$ cat config.mk
export PLATFORM = sky130hd
export DESIGN_NAME = branch_hazard_ctrl
export DESIGN_NICKNAME = d
export VERILOG_FILES = /design/src/rtl/branch_hazard_ctrl.sv
export SDC_FILE = /design/constraint.sdc
export NUM_CORES = 1
export LEC_CHECK = 0
export CAP_MARGIN = 20
export CORE_MARGIN = 4
export CORE_UTILIZATION = 47
export CTS_BUF_LIST = sky130_fd_sc_hd__clkbuf_2
export DETAILED_ROUTE_END_ITERATION = 16
export HOLD_SLACK_MARGIN = 0.03
export PLACE_DENSITY = 0.87
export REMOVE_ABC_BUFFERS = 1
export SYNTH_ARGS = -nofsm -noshare
export SYNTH_HDL_FRONTEND = slang
export SYNTH_SLANG_ARGS = --single-unit
$ cat constraint.sdc
create_clock -name clk -period 5.9 [get_ports clk]
set_input_delay 0.885 -clock clk [delete_from_list [all_inputs] [get_ports clk]]
set_output_delay 0.885 -clock clk [all_outputs]
set_load 0.02 [all_outputs]
$ cat src/rtl/branch_hazard_ctrl.sv
// rtl/branch_hazard_ctrl.sv - ID-stage branch resolver, load/branch hazard stall FSM and perf counters
module branch_hazard_ctrl #(
    parameter int XLEN        = 32,
    parameter int REG_AW      = 5,
    parameter int LOAD_LAT    = 1,
    parameter int BR_EX_STALL = 1,
    parameter int CNT_W       = 16
) (
    input  logic              clk,
    input  logic              rst,
    input  logic              id_valid,
    input  logic              id_is_branch,
    input  logic              id_is_jal,
    input  logic              id_is_jalr,
    input  logic [2:0]        id_funct3,
    input  logic              id_use_rs1,
    input  logic              id_use_rs2,
    input  logic [REG_AW-1:0] id_rs1,
    input  logic [REG_AW-1:0] id_rs2,
    input  logic [XLEN-1:0]   id_pc,
    input  logic [XLEN-1:0]   id_imm,
    input  logic [XLEN-1:0]   rf_data1,
    input  logic [XLEN-1:0]   rf_data2,
    input  logic [REG_AW-1:0] ex_rd,
    input  logic              ex_reg_write,
    input  logic              ex_mem_read,
    input  logic [REG_AW-1:0] mem_rd,
    input  logic              mem_reg_write,
    input  logic              mem_mem_read,
    input  logic [XLEN-1:0]   mem_data,
    input  logic [REG_AW-1:0] wb_rd,
    input  logic              wb_reg_write,
    input  logic [XLEN-1:0]   wb_data,
    input  logic              perf_clr,
    output logic              pc_write,
    output logic              fetch_write,
    output logic              bubble,
    output logic              redirect,
    output logic [XLEN-1:0]   redirect_pc,
    output logic              flush_if,
    output logic              illegal_br,
    output logic              stall,
    output logic [CNT_W-1:0]  br_cnt,
    output logic [CNT_W-1:0]  taken_cnt,
    output logic [CNT_W-1:0]  stall_cnt
);

    localparam int NW = $clog2(LOAD_LAT + 2);
    localparam logic [NW-1:0] N_ONE     = NW'(1);
    localparam logic [NW-1:0] N_LOAD    = NW'(LOAD_LAT);
    localparam logic [NW-1:0] N_LOAD_BR = NW'(LOAD_LAT + 1);

    typedef enum logic {RUN, HOLD} state_t;

    state_t            state_q;
    logic [NW-1:0]     cnt_q;
    logic [NW-1:0]     need_n;
    logic [XLEN-1:0]   op1, op2;
    logic              ex_hit, mem_hit, br_like;
    logic              stall_c, resolve, cond, taken;
    logic [XLEN-1:0]   jalr_sum, target;
    logic [CNT_W-1:0]  br_cnt_q, taken_cnt_q, stall_cnt_q;
    logic [CNT_W-1:0]  br_cnt_d, taken_cnt_d, stall_cnt_d;

    // MEM forwarding wins over WB; a load in MEM has no data yet so it cannot forward
    always_comb begin
        op1 = rf_data1;
        if (id_rs1 == '0)
            op1 = '0;
        else if (mem_reg_write && !mem_mem_read && mem_rd == id_rs1)
            op1 = mem_data;
        else if (wb_reg_write && wb_rd == id_rs1)
            op1 = wb_data;
        op2 = rf_data2;
        if (id_rs2 == '0)
            op2 = '0;
        else if (mem_reg_write && !mem_mem_read && mem_rd == id_rs2)
            op2 = mem_data;
        else if (wb_reg_write && wb_rd == id_rs2)
            op2 = wb_data;
    end

    assign ex_hit  = (ex_rd != '0) && ((id_use_rs1 && id_rs1 == ex_rd) || (id_use_rs2 && id_rs2 == ex_rd));
    assign mem_hit = (mem_rd != '0) && ((id_use_rs1 && id_rs1 == mem_rd) || (id_use_rs2 && id_rs2 == mem_rd));
    assign br_like = id_is_branch || id_is_jalr;

    // Branch terms are ordered so the first match is also the largest stall
    always_comb begin
        need_n = '0;
        if (id_valid) begin
            if (br_like && ex_mem_read && ex_hit)
                need_n = N_LOAD_BR;
            else if (ex_mem_read && ex_hit)
                need_n = N_LOAD;
            else if (br_like && (((BR_EX_STALL != 0) && ex_reg_write && ex_hit) || (mem_mem_read && mem_hit)))
                need_n = N_ONE;
        end
    end

    assign stall_c = !rst && (state_q == HOLD || need_n != '0);
    assign resolve = !rst && id_valid && !stall_c;

    always_comb begin
        cond = 1'b0;
        case (id_funct3)
            3'b000:  cond = (op1 == op2);
            3'b001:  cond = (op1 != op2);
            3'b100:  cond = ($signed(op1) < $signed(op2));
            3'b101:  cond = ($signed(op1) >= $signed(op2));
            3'b110:  cond = (op1 < op2);
            3'b111:  cond = (op1 >= op2);
            default: cond = 1'b0;
        endcase
    end

    assign taken    = resolve && ((id_is_branch && cond) || id_is_jal || id_is_jalr);
    assign jalr_sum = op1 + id_imm;
    assign target   = id_is_jalr ? {jalr_sum[XLEN-1:1], 1'b0} : (id_pc + id_imm);

    assign pc_write    = !stall_c;
    assign fetch_write = !stall_c;
    assign bubble      = stall_c;
    assign stall       = stall_c;
    assign redirect    = taken;
    assign flush_if    = taken;
    assign redirect_pc = rst ? '0 : target;
    assign illegal_br  = resolve && id_is_branch && (id_funct3[2:1] == 2'b01);

    always_ff @(posedge clk or posedge rst) begin
        if (rst) begin
            state_q <= RUN;
            cnt_q   <= '0;
        end else begin
            case (state_q)
                RUN: begin
                    if (need_n > N_ONE) begin
                        state_q <= HOLD;
                        cnt_q   <= need_n - N_ONE;
                    end
                end
                HOLD: begin
                    if (cnt_q == N_ONE)
                        state_q <= RUN;
                    cnt_q <= cnt_q - N_ONE;
                end
                default: state_q <= RUN;
            endcase
        end
    end

    function automatic logic [CNT_W-1:0] bump(input logic [CNT_W-1:0] c, input logic ev, input logic clr);
        if (clr)
            return '0;
        if (ev && !(&c))
            return c + CNT_W'(1);
        return c;
    endfunction

    assign br_cnt_d    = bump(br_cnt_q, resolve && id_is_branch, perf_clr);
    assign taken_cnt_d = bump(taken_cnt_q, taken, perf_clr);
    assign stall_cnt_d = bump(stall_cnt_q, stall_c, perf_clr);

    always_ff @(posedge clk or posedge rst) begin
        if (rst) begin
            br_cnt_q    <= '0;
            taken_cnt_q <= '0;
            stall_cnt_q <= '0;
        end else begin
            br_cnt_q    <= br_cnt_d;
            taken_cnt_q <= taken_cnt_d;
            stall_cnt_q <= stall_cnt_d;
        end
    end

    assign br_cnt    = br_cnt_q;
    assign taken_cnt = taken_cnt_q;
    assign stall_cnt = stall_cnt_q;

endmodule

==> reports/metrics.csv, run 1 <==
metric,value,unit
slew_violations,0,
grt.total_usage,31.3,%
syn_avg_cell_area,7.51,um^2
dp_slack,-0.719,ns
synth.area.mux_share,8.08,%
fin_skew,0.0257,ns
pwr-share-clk,8.7,%
p_sw,0.689,mW
gp_congestion,1.01,
cts.clk_slew.worst_paths,0.26,ns
syn-cell-area,8830,um^2
rsz0062_at_grt,yes,
die_x,145,um
seq_area,1280,um^2
fillers,1359,
drtAntennaViolNets,0,
comb_power_share,69.2,%
cts_made_buffers,5,
violations,setup timing,
fin_tns_setup,-0.00220,ns
clk-insertion-delay-late,0.45,ns
cts_buffer_depth,2,
drt-initial-drc-count,719,
cellLeakagePower,6.06,nW
synth_compound_gate_area_share,25.6,%
path_max_fanout,17,
peakVddDrop,0.0737,mV
port_buffers,320,
grt_antenna_before_repair,1,
synth_top_family_by_area,compound AO/OA/AOI/OAI gates,
fmax,169,MHz
post-route-period-util,100,%
max_slew.worst_pin.slew,0.931,ns
crit_arrival,5.02,ns
synthAdderAreaFrac,14.3,%
layout_min_cycle_time,5.90,ns
synth_xor_area_share,9.72,%
vias,11200,
synth-edff-count,0,
startpoint_type,primary input,
grt_pass1_wl,55.2,mm
grt_pass1_vias,10800,
multi_input_area,7610,um^2
criticalPathCategory,in2out,
rows,49,
htree_levels,2,
drc,0,
vias_per_cell,6.00,
whs,0.504,ns
grt_max_degree,53,
firstDrtPassIters,5,
worst_slack,-0.00220,ns
status,finished with violations,
dpl_cell_area,13400,um^2
syn_inst,1175,
hpwl,29.6,mm
coreArea,18200,um^2
swShare,41.7,%
area_growth,59.0,%
p_int,0.964,mW
setup_viol,1,
ctsRootBufferMaster,clkbuf_2,
power_frac_seq,22.2,%
crit_required,5.02,ns
yosys_warnings,0,
initial_utilization,48.5,%
cts_hold_buf,0,
drive_above_1_share,17.6,%
io-pin-count,321,
synthArstFlopShare,100,%
fin_nets,1971,
power_density,118,nW/um^2
synth-seq-area-share,14.5,%
fp.dieArea,21000,um^2
fin_cells,1868,
hold_path.class,reg2reg,
maxCapViolCount,0,
clock_sinks,51,
ys.flop_type,dfrtp_1,
overflow,0,
post-route-cell-area,14000,um^2
cts_tree,done,
synth-simple-area-share,24.2,%
placed_cells,1840,
final_hold_viol_count,0,
fp.dieH,145,um
synth_cell_types,68,
routed_wl,36.2,mm
cp-end-kind,output port,
synth-seq-cells,51,
detail_route.wl_per_cell,19.4,um
slew_headroom,37.8,%
[power groups by stage]
stage	logic, mW	registers [mW]	clock network, mW
after floorplan	0.551	0.373	0
after global placement	1.07	0.372	0
after detailed placement	1.08	0.373	0
after CTS	1.09	0.367	0.148
after global routing	1.23	0.369	0.164
final	1.14	0.367	0.143
[cells in the mapped netlist (all sizes together), types with 3 or more instances]
cell type	count	area (um^2)
a41oi	3	26.3
nand3b	6	45.0
ha	98	1230
nand4	28	175
o2111ai	4	35.0
clkbuf	36	135
a2111oi	3	28.8
a221o	3	30.0
o21ai	53	265
or3	29	181
buf	15	72.6
or4	7	52.6
nor2	123	462
o21bai	11	86.3
dfrtp	51	1280
nor2b	14	87.6
a311oi	5	61.3
a311o	3	30.0
o211ai	41	313
or2	3	18.8
inv	30	113
o221ai	3	26.3
and2	9	56.3
a31oi	18	113
xor2	51	447
nor4	6	43.8
and4	5	43.8
o31ai	5	37.5
mux2i	69	691
nor3	25	130
o22ai	6	37.5
nand2	114	428
nor3b	6	45.0
a21o	30	225
a21boi	4	30.0
xnor2	47	412
a221oi	3	32.5
nand3	40	205
a211o	4	35.0
o21a	8	60.1
a211oi	36	283
a21oi	82	410
and3	18	113
[layout make-up]
type | count | area share, %
clock buffer | 7 | 0.250
tap | 229 | 2.04
inverter | 30 | 0.803
antenna | 1 | 0.0178
sequential | 51 | 9.10
multi-input combinational | 1043 | 54.2
timing repair buffer | 506 | 33.5
clock inverter | 1 | 0.0357
[kinds of logic after synthesis]
| logic type | count (synthesis) |
|---|---|
| buffers and inverters | 81 |
| adders and majority gates | 100 |
| DFF | 51 |
| muxes | 71 |
| xor gates and xnor gates | 98 |
| and+or+nand+nor | 439 |
| AOI/OAI and AO/OA | 335 |
[layer usage]
metal / GRT usage [%] / wire length (um)
met4: 12.4 / 1740
met1: 38.8 / 14400
met3: 4.37 / 2710
met5: 0 / 0
met2: 55.1 / 17400
[path summary, 6_finish.rpt]
check | startpoint | endpoint | slack [ns] | depth (start not counted)
setup / recovery | mem_rd[4] | redirect_pc[20] | -0.002 | 18
max in group asynchronous | rst | br_cnt[7]$_DFFE_PP0P_ | 4.13 | 4
hold / removal | cnt_q[0]$_DFFE_PP0P_ | cnt_q[0]$_DFFE_PP0P_ | 0.50 | 1
setup reg to reg | state_q$_DFF_PP0_ | stall_cnt[15]$_DFFE_PP0P_ | 3.45 | 9
min in group asynchronous | rst | br_cnt[10]$_DFFE_PP0P_ | 1.32 | 4
hold reg to reg | cnt_q[0]$_DFFE_PP0P_ | cnt_q[0]$_DFFE_PP0P_ | 0.50 | 1
[critical path, stage by stage]
cell and delay (ns):
clkdlybuf4s50_1 0.45, xor2_1 0.17, nor3_2 0.27, nand4_1 0.13, buf_4 0.19, buf_6 0.17, a211oi_2 0.30, ha_1 0.32
nor2b_1 0.17, o21bai_1 0.26, a31oi_2 0.18, o21ai_2 0.21, nand3_2 0.14, a21o_1 0.20, a21oi_1 0.16, xnor2_1 0.09
a221o_1 0.37, dlygate4sd2_1 0.34
[cells in the final DEF (no fill, tap or decap), drive strengths merged, types with 4 or more instances in the layout]
cell,instances
nand2,114
dlymetal6s2s,10
nand3b,6
xor2,51
o21bai,11
nor3b,6
o31ai,5
nor3,25
clkdlybuf4s50,287
and3,18
o2111ai,4
and4,5
o22ai,6
a31oi,18
nand3,40
dlygate4sd2,10
or4,7
o211ai,41
nor4,6
a211oi,36
xnor2,47
a21o,30
a21boi,4
mux2i,69
nand4,28
o21ai,53
nor2,123
dfrtp,51
a211o,4
a311oi,5
ha,98
buf,192
nor2b,14
clkbuf,12
or3,29
inv,30
a21oi,82
o21a,8
and2,9
[stage by stage]
| step | power (mW) | util [%] |
|---|---|---|
| floorplan | 0.924 | - |
| global placement | 1.44 | 73.9 |
| detailed placement | 1.45 | 73.9 |
| CTS | 1.61 | 74.9 |
| global route | 1.76 | 77.1 |
| finish | 1.65 | 77.1 |
[registers in the layout, summed over array words and instances, names as in the netlist]
signal	flops
br_cnt	16
cnt_q	2
taken_cnt	16
state_q	1
stall_cnt	16
[what timing repair did]
action | CTS | global route
cloned | 0 | 1
pin swaps | 8 | 30
setup endpoints to repair | 25 | 27
buffers inserted | 4 | 14
resized for setup | 78 | 80
Power figures use the tool's default switching activity.
==> run 2: changes to the inputs <==
Settings changed: GPL_TIMING_DRIVEN set to 1.
==> results of run 2 <==
No change in the layout: final DEF, timing and power equal those of run 1.
